--- src/rtl/ramdisk_seq_ctl.sv ---
// RAM-disk sequencer: shares one SRAM between CPU data-port accesses and a
// background block-fill engine, one SRAM cycle per 6502 slot.
`timescale 1ns/1ps

module ramdisk_seq_ctl #(
  parameter int BLKW = 11,
  parameter int AW   = 20
) (
  input  logic          C7M,
  input  logic          nRES,
  input  logic          slot,
  input  logic          cpu_acc,
  input  logic          cpu_wr,
  input  logic          reg_wr,
  input  logic [2:0]    reg_sel,
  input  logic [7:0]    reg_d,
  output logic [AW-1:0] ram_a,
  output logic          ram_cs,
  output logic          ram_we,
  output logic [7:0]    ram_d,
  output logic          cpu_grant,
  output logic          busy,
  output logic          done,
  output logic          err
);

  typedef enum logic {IDLE, FILL} state_t;

  localparam logic [1:0] OP_ABORT = 2'b00;
  localparam logic [1:0] OP_SEEK  = 2'b01;
  localparam logic [1:0] OP_FILL  = 2'b10;
  localparam logic [1:0] OP_RSVD  = 2'b11;
  localparam int RW = 18;
  localparam logic [BLKW:0] BLK_LIMIT = {1'b1, {BLKW{1'b0}}};

  state_t          state, state_next;
  logic [BLKW-1:0] blk;
  logic [7:0]      count;
  logic [7:0]      pat;
  logic [AW-1:0]   cptr;
  logic [AW-1:0]   fptr;
  logic [RW-1:0]   remaining;
  logic [8:0]      n_blocks;
  logic [BLKW:0]   blk_sum;
  logic            range_ok;
  logic            cmd_wr;
  logic [1:0]      op;
  logic            cpu_slot;
  logic            fill_slot;
  logic            last_write;
  logic            seek;
  logic            start_fill;
  logic            abort;
  logic            set_err;

  // COUNT of zero stands for a full 256-block fill
  assign n_blocks   = (count == 8'd0) ? 9'd256 : {1'b0, count};
  assign blk_sum    = {1'b0, blk} + (BLKW+1)'(n_blocks);
  assign range_ok   = (blk_sum <= BLK_LIMIT);
  assign cmd_wr     = reg_wr && (reg_sel == 3'd4);
  assign op         = reg_d[1:0];
  assign cpu_slot   = slot && cpu_acc;
  assign fill_slot  = slot && !cpu_acc && (state == FILL);
  assign last_write = fill_slot && (remaining == RW'(1));

  always_ff @(posedge C7M or negedge nRES) begin
    if (!nRES) state <= IDLE;
    else       state <= state_next;
  end

  always_comb begin
    state_next = state;
    seek       = 1'b0;
    start_fill = 1'b0;
    abort      = 1'b0;
    set_err    = 1'b0;
    case (state)
      IDLE: begin
        if (cmd_wr) begin
          case (op)
            OP_SEEK: seek = 1'b1;
            OP_FILL: begin
              if (range_ok) begin
                start_fill = 1'b1;
                state_next = FILL;
              end else begin
                set_err = 1'b1;
              end
            end
            OP_RSVD: set_err = 1'b1;
            default: ;
          endcase
        end
      end
      FILL: begin
        if (cmd_wr && (op == OP_ABORT)) begin
          abort      = 1'b1;
          state_next = IDLE;
        end else begin
          if (cmd_wr) set_err = 1'b1;
          if (last_write) state_next = IDLE;
        end
      end
      default: state_next = IDLE;
    endcase
  end

  // A SEEK landing on a CPU slot wins over the post-access increment
  always_ff @(posedge C7M or negedge nRES) begin
    if (!nRES) begin
      blk       <= '0;
      count     <= '0;
      pat       <= '0;
      cptr      <= '0;
      fptr      <= '0;
      remaining <= '0;
      done      <= 1'b0;
      err       <= 1'b0;
    end else begin
      if (reg_wr && (state == IDLE)) begin
        case (reg_sel)
          3'd0:    blk[7:0]      <= reg_d;
          3'd1:    blk[BLKW-1:8] <= reg_d[BLKW-9:0];
          3'd2:    count         <= reg_d;
          3'd3:    pat           <= reg_d;
          default: ;
        endcase
      end
      if (seek)          cptr <= {blk, 9'b0};
      else if (cpu_slot) cptr <= cptr + AW'(1);
      if (start_fill) begin
        fptr      <= {blk, 9'b0};
        remaining <= {n_blocks, 9'b0};
      end else if (fill_slot) begin
        fptr      <= fptr + AW'(1);
        remaining <= remaining - RW'(1);
      end
      if (abort)           done <= 1'b0;
      else if (last_write) done <= 1'b1;
      else if (cmd_wr)     done <= 1'b0;
      if (set_err)     err <= 1'b1;
      else if (cmd_wr) err <= 1'b0;
    end
  end

  // SRAM strobes are one-cycle pulses following the slot; address holds between them
  always_ff @(posedge C7M or negedge nRES) begin
    if (!nRES) begin
      ram_a     <= '0;
      ram_cs    <= 1'b0;
      ram_we    <= 1'b0;
      cpu_grant <= 1'b0;
    end else if (cpu_slot) begin
      ram_a     <= cptr;
      ram_cs    <= 1'b1;
      ram_we    <= cpu_wr;
      cpu_grant <= 1'b1;
    end else if (fill_slot) begin
      ram_a     <= fptr;
      ram_cs    <= 1'b1;
      ram_we    <= 1'b1;
      cpu_grant <= 1'b0;
    end else begin
      ram_cs    <= 1'b0;
      ram_we    <= 1'b0;
      cpu_grant <= 1'b0;
    end
  end

  assign busy  = (state == FILL);
  assign ram_d = pat;

endmodule

--- config.mk ---
export PLATFORM = sky130hd
export DESIGN_NAME = ramdisk_seq_ctl
export DESIGN_NICKNAME = d
export VERILOG_FILES = /design/src/rtl/ramdisk_seq_ctl.sv
export SDC_FILE = /design/constraint.sdc
export NUM_CORES = 1
export LEC_CHECK = 0
export ABC_AREA = 1
export BUFFER_PORTS_ARGS = -buffer_cell sky130_fd_sc_hd__buf_2
export CORE_ASPECT_RATIO = 0.7
export CORE_MARGIN = 2
export CORE_UTILIZATION = 45
export DETAILED_ROUTE_END_ITERATION = 16
export PLACE_DENSITY = 0.68
export SLEW_MARGIN = 20
export SYNTH_ARGS = -nofsm -noshare
export SYNTH_HDL_FRONTEND = slang
export SYNTH_SLANG_ARGS = --single-unit
--- constraint.sdc ---
create_clock -name C7M -period 4.2 [get_ports C7M]
set_clock_uncertainty 0.15 [all_clocks]
set_input_delay 0.63 -clock C7M [delete_from_list [all_inputs] [get_ports C7M]]
set_output_delay 0.63 -clock C7M [all_outputs]
set_load 0.02 [all_outputs]
[Word-level counts from Yosys, hierarchy flattened]
Cells that the tools add are included.
W data, S select, Z words.
Cells by class
  $add $sub $neg: 4
  $lt $le $gt $ge: 1
  equality and inequality tests: 8
  muxes and demuxes: 35
  bitwise operators: 1
  reductions and logical operators: 20
Operators by type and width (number)
  $mux W20: 6
  $add A20 B1 Y20 const B: 2
  $mux W18: 2
  $mux W1: 23
  $eq A18 B1 Y1 const B: 1
  $sub A18 B1 Y18 const B: 1
  $add A11 B9 Y12: 1
  $le A12 B12 Y1 const B: 1
  $mux W9: 1
  $logic_not A8 Y1: 1
  $reduce_and A2 Y1: 4
  $reduce_bool A2 Y1: 4
  $logic_and A1 B1 Y1: 7
  $eq A3 B2 Y1 const B: 2
  $pmux W1 S2: 3
  $eq A2 B2 Y1 const B: 2
  $eq A3 B1 Y1 const B: 1
  $eq A3 B3 Y1 const B: 1
  $logic_not A3 Y1: 1
  $reduce_bool A3 Y1: 1
  $eq A2 B1 Y1 const B: 1
  $logic_not A2 Y1: 1
  $logic_not A1 Y1: 1
  $not A1 Y1: 1
Storage, ports and cells
  flip-flop bits (word level): 111
  input bits: 17
  word-level logic and storage cells: 83

[Logic depth before layout (Yosys ltp)]
  word-level depth: 9
  mapped depth: 18

[Least setup slack after synthesis]
No wires, ideal clock.
  path type: register -> register
  from: register count[0]
  to: register fptr[4]
  data arrival time: 2309 ps
  data required time: 3930 ps
  path slack: 1621 ps
  stages on the path, launching flop included: 15
  cell sequence: dfrtp_1 clkbuf_1 ha_1 fa_1 or2_2 a21oi_1 nand3_1 nor2_1 nand2_1 nor2_1 nand2_1 nand2_4 nand2_4 buf_6 and3_1
Between the ends
  word-level cells in the longest chain between the ends: 9
RTL lines
  from (decl): RTL line 38  | logic [7:0] count;
  from (signal assigned): RTL line 124  | 3'd2: count <= reg_d;
  $logic_not A8 Y1: RTL line 57  | assign n_blocks = (count == 8'd0) ? 9'd256 : {1'b0, count};
  $mux W9 *: RTL line 57
  $add A11 B9 Y12 *: RTL line 58  | assign blk_sum = {1'b0, blk} + (BLKW+1)'(n_blocks);
  $le A12 B12 Y1 *: RTL line 59  | assign range_ok = (blk_sum <= BLK_LIMIT);
  $mux W1 *: RTL line 83  | if (range_ok) begin
  $mux W1 *: RTL line 80  | case (op)
  $mux W1 *: RTL line 79  | if (cmd_wr) begin
  $mux W1 *: RTL line 77  | case (state)
  $mux W20 or $reduce_bool A2 Y1 (tied branches)
  to (signal assigned): RTL line 132  | fptr <= {blk, 9'b0};
  to (signal assigned): RTL line 135  | fptr <= fptr + AW'(1);
  to (decl): RTL line 41  | logic [AW-1:0] fptr;
Mark *: on every way between the ends. The rest lies on a longest branch, timed or not.
A chain may end at the register's enable or synchronous reset.

[Worst setup path in the final report]
  from: register count[4]
  to: register remaining[7]
Between the ends
  word-level cells in the longest chain between the ends: 9
RTL lines
  $logic_not A8 Y1: RTL line 57
  $mux W9 *: RTL line 57
  $add A11 B9 Y12 *: RTL line 58
  $le A12 B12 Y1 *: RTL line 59
  $mux W1 *: RTL line 83
  $mux W1 *: RTL line 80
  $mux W1 *: RTL line 79
  $mux W1 *: RTL line 77
  $mux W18 or $reduce_bool A2 Y1 (tied branches)
  to (signal assigned): RTL line 133  | remaining <= {n_blocks, 9'b0};
  to (signal assigned): RTL line 136  | remaining <= remaining - RW'(1);
  to (decl): RTL line 42  | logic [RW-1:0] remaining;
Marks and branches as above.

==> qor.csv <==
stage,metric,value,unit
synthesis,number of warning messages in the yosys log,0,
clock_network,clock tree sinks,111,
setup_path,largest driver fanout on the critical path,33,
global_route,number of global-route vias before repair,5047,
sta,worst-margin pin slew,0.7738,ns
setup_path,startpoint of the worst-slack reg-to-reg timing path,count[4]$_DFFE_PN0P_,
finish,fillcell total,1265,
setup_path,worst reg-to-reg setup slack,0.87,ns
pwr,leakage,3.456,nW
die,chip width,144.7,µm
sta,number of hold-slack violations in the final timing report,0,
placed_design,Post-DP Area,6641,µm²
run,# Max-Cap Violations,0,
global_route,largest net degree at the start of global routing,48,
finish,Final Net Count,881,
clock_network,total clock buffers created by CTS,9,
synthesis,Unique masters post-synth,44,
finish,post-route standard cell area excluding fillers,6945,µm²
clock_network,clock latency on the worst-skew pair,0.35,ns
setup_path,R2R depth,14,
setup_path,critical path start-end classification,reg -> reg,
clock_network,post-CTS setup buffers,0,
die,floorplan die area,14830,µm²
sta,Final Slew Violations,0,
synthesis,net count after synthesis,841,
synthesis,top cell types by occurrence after synthesis,"nand2_1 (200), dfrtp_1 (111), nand3_1 (109)",
sta,Total Neg Setup Slack,0,ns
synthesis,Synth top area share,44.54,%
outcome,run status,"finished, final reports clean",
route,Via-to-Cell Ratio,5.377,
sta,final critical delay including setup and external delays,3.333,ns
route,total number of vias,5592,
route,Initial DRT Pass Iterations,5,
global_route,antenna violations before repair,0,
sta,RSZ-0062 raised after global routing,no,
setup_path,critical register-to-register path endpoint,remaining[7]$_DFFE_PN0P_,
finish,Layout area overhead,11.38,%
synthesis,largest cells by area after synthesis,"dfrtp_1 (45%), nand2_1 (12%), nand3_1 (8.7%)",
route,initial detailed-routing violation count,460,
pwr,"IR drop worst, VDD",0.2387,mV
die,# IOs,51,
setup_path,worst endpoint required time,4.29,ns
synthesis,number of enable-type register cells in the synthesized netlist,0,
sta,Slew headroom,48.03,%
synthesis,largest area contributor in the netlist,dfrtp_1,
setup_path,timing endpoint of the critical path,remaining[7]$_DFFE_PN0P_,
synthesis,commonest register cell after synthesis,dfrtp_1,
sta,number of endpoints failing setup at the final stage,0,
clock_network,number of buffers added to fix hold violations after cts,0,
route,Avg WL per Cell,15.39,µm
synthesis,#FFs+latches synth,111,
synthesis,synthesized area per cell,7.699,µm²
worst_hold_path,classification of the worst-slack hold path,in -> async,
die,Starting Density,46.69,%
clock_network,number of cells upsized or downsized after cts,0,
sta,Achievable Freq,0.3000,GHz
die,# rows,35,
synthesis,"Seq/Total Area, Yosys",44.54,%
clock_network,"buffers from clock root to sink, at most",2,
clock_network,clock-pin slew on the worst setup and hold paths,0.08,ns
placed_design,Port Buf Inserts,50,
setup_path,Worst setup startpoint,count[4]$_DFFE_PN0P_,
global_route,GR Util All Layers,23.16,%
placed_design,placed wire-length estimate,11.64,mm
route,DRC,0,
global_route,GR Overflow Total,0,
sta,Final period util,79.36,%
setup_path,Startpoint Class,flip-flop,
setup_path,Worst EP arrival,3.42,ns
global_route,first-pass GRT wire length,26.77,mm
clock_network,CTS tree,done,
synthesis,total standard cell area after synthesis,6236,µm²
die,Die H,102.5,µm
setup_path,element type at the critical path end,flip-flop,
clock_network,Max H-tree Level,3,
synthesis,cell with the most instances after synthesis,nand2_1,
finish,ANT cells,0,
route,Antenna Violating Nets Remaining,0,
synthesis,async set-or-reset flop fraction in the synthesized netlist,100.0,%
synthesis,Gate Count Post-Synth,810,
die,Core ar.,13360,µm²
route,final WL,16.00,mm
pwr,Cell Pwr Density,538.3,nW/µm²
clock_network,root buffer cell,clkbuf_16,
placed_design,final weighted congestion in routability-driven placement,0.9122,
finish,share of cells above drive strength 1,10.29,%
cells in the final DEF, fill, tap and decap left out, types with 2 or more instances in the layout:
cell,count
ha_1,13
nor2_1,60
buf_2,49
nand3_1,109
or2_2,6
xor2_1,26
o21ai_1,2
buf_4,9
o221ai_1,2
o21ai_0,69
nor3b_1,2
nor4_4,2
nand2_1,200
o211ai_1,6
nand2_4,2
nand3b_1,2
dfrtp_1,111
nor3_1,16
and3_1,7
inv_1,82
nor4_1,5
a21oi_1,21
and3b_1,2
inv_6,3
a22oi_1,4
nand4_1,12
xnor2_1,4
clkbuf_16,9
area by class of cell:
cell class	count	area (µm²)	share of cell area, %
well taps	185	231.5	3.333
clock buffers	10	229.0	3.297
repair buffers	58	312.8	4.504
inverters	84	315.3	4.540
clock inverters	6	75.07	1.081
multi-input cells	586	3004	43.25
flip-flops and latches	111	2778	39.99
per-stage QoR:
| stage | instances | util (%) | setup WS [ns] | hold WS, ns | power, mW |
|---|---|---|---|---|---|
| after floorplan | 810 | - | 1.621 | 0.1844 | 2.475 |
| after global placement | 1024 | 49.72 | 0.9775 | 0.3091 | 2.833 |
| after detailed placement | 1024 | 49.72 | 0.9576 | 0.3135 | 2.848 |
| after CTS | 1040 | 52.00 | 0.9259 | 0.1660 | 3.747 |
| after global routing | 1040 | 52.00 | 0.6444 | 0.1839 | 4.035 |
| final | 1040 | 52.00 | 0.8668 | 0.1413 | 3.739 |
sequential cells by signal, indices dropped and copies added, names as in the netlist:
register,count
cpu_grant,1
ram_we,1
ram_d,8
blk,11
fptr,20
busy,1
count,8
done,1
err,1
ram_a,20
remaining,18
ram_cs,1
cptr,20
per-layer routing:
metal	up-vias	GRT usage (%)	wire length [µm]
li1	2757	-	-
met1	2616	38.01	8242
met2	201	31.32	6364
met3	18	4.552	1181
met4	0	4.481	216
met5	-	0	0
worst min path at each step:
stage                                from                    end  cells past startpoint
floorplan                            nRES     blk[0]$_DFFE_PN0P_                      0
detailed placement  ram_a[13]$_DFFE_PN0P_  ram_a[13]$_DFFE_PN0P_                      2
finish                               nRES     blk[3]$_DFFE_PN0P_                      1
global placement    ram_a[16]$_DFFE_PN0P_  ram_a[16]$_DFFE_PN0P_                      2
CTS                                  nRES     blk[3]$_DFFE_PN0P_                      1
global route                         nRES     blk[3]$_DFFE_PN0P_                      1
power by group:
part	switching, mW	leakage [nW]	internal [mW]
sequential	0.352	1.40	1.37
clock	0.413	0.146	0.474
combinational	0.697	1.91	0.437
critical path, cell delays in order (launching register included):
cell and delay, ns:
dfrtp_1 0.47, nor4_1 0.28, and3_1 0.23, ha_1 0.30, nand2_1 0.12, inv_1 0.04, a21boi_0 0.32, nand3_1 0.12
nand2_1 0.07, nand3_1 0.06, nor2_1 0.10, nand2_1 0.11, nand2_4 0.26, nand2_4 0.29, and3b_1 0.28
kinds of logic after synthesis:
family / share of synthesized area (%)
adder cells (fa/ha/maj): 2.929
buffers and inverters: 7.283
flip-flops: 44.54
AND/OR/NAND/NOR: 30.92
XOR/XNOR: 4.213
AO/OA/AOI/OAI: 10.11
Power figures use the tool's default switching activity.
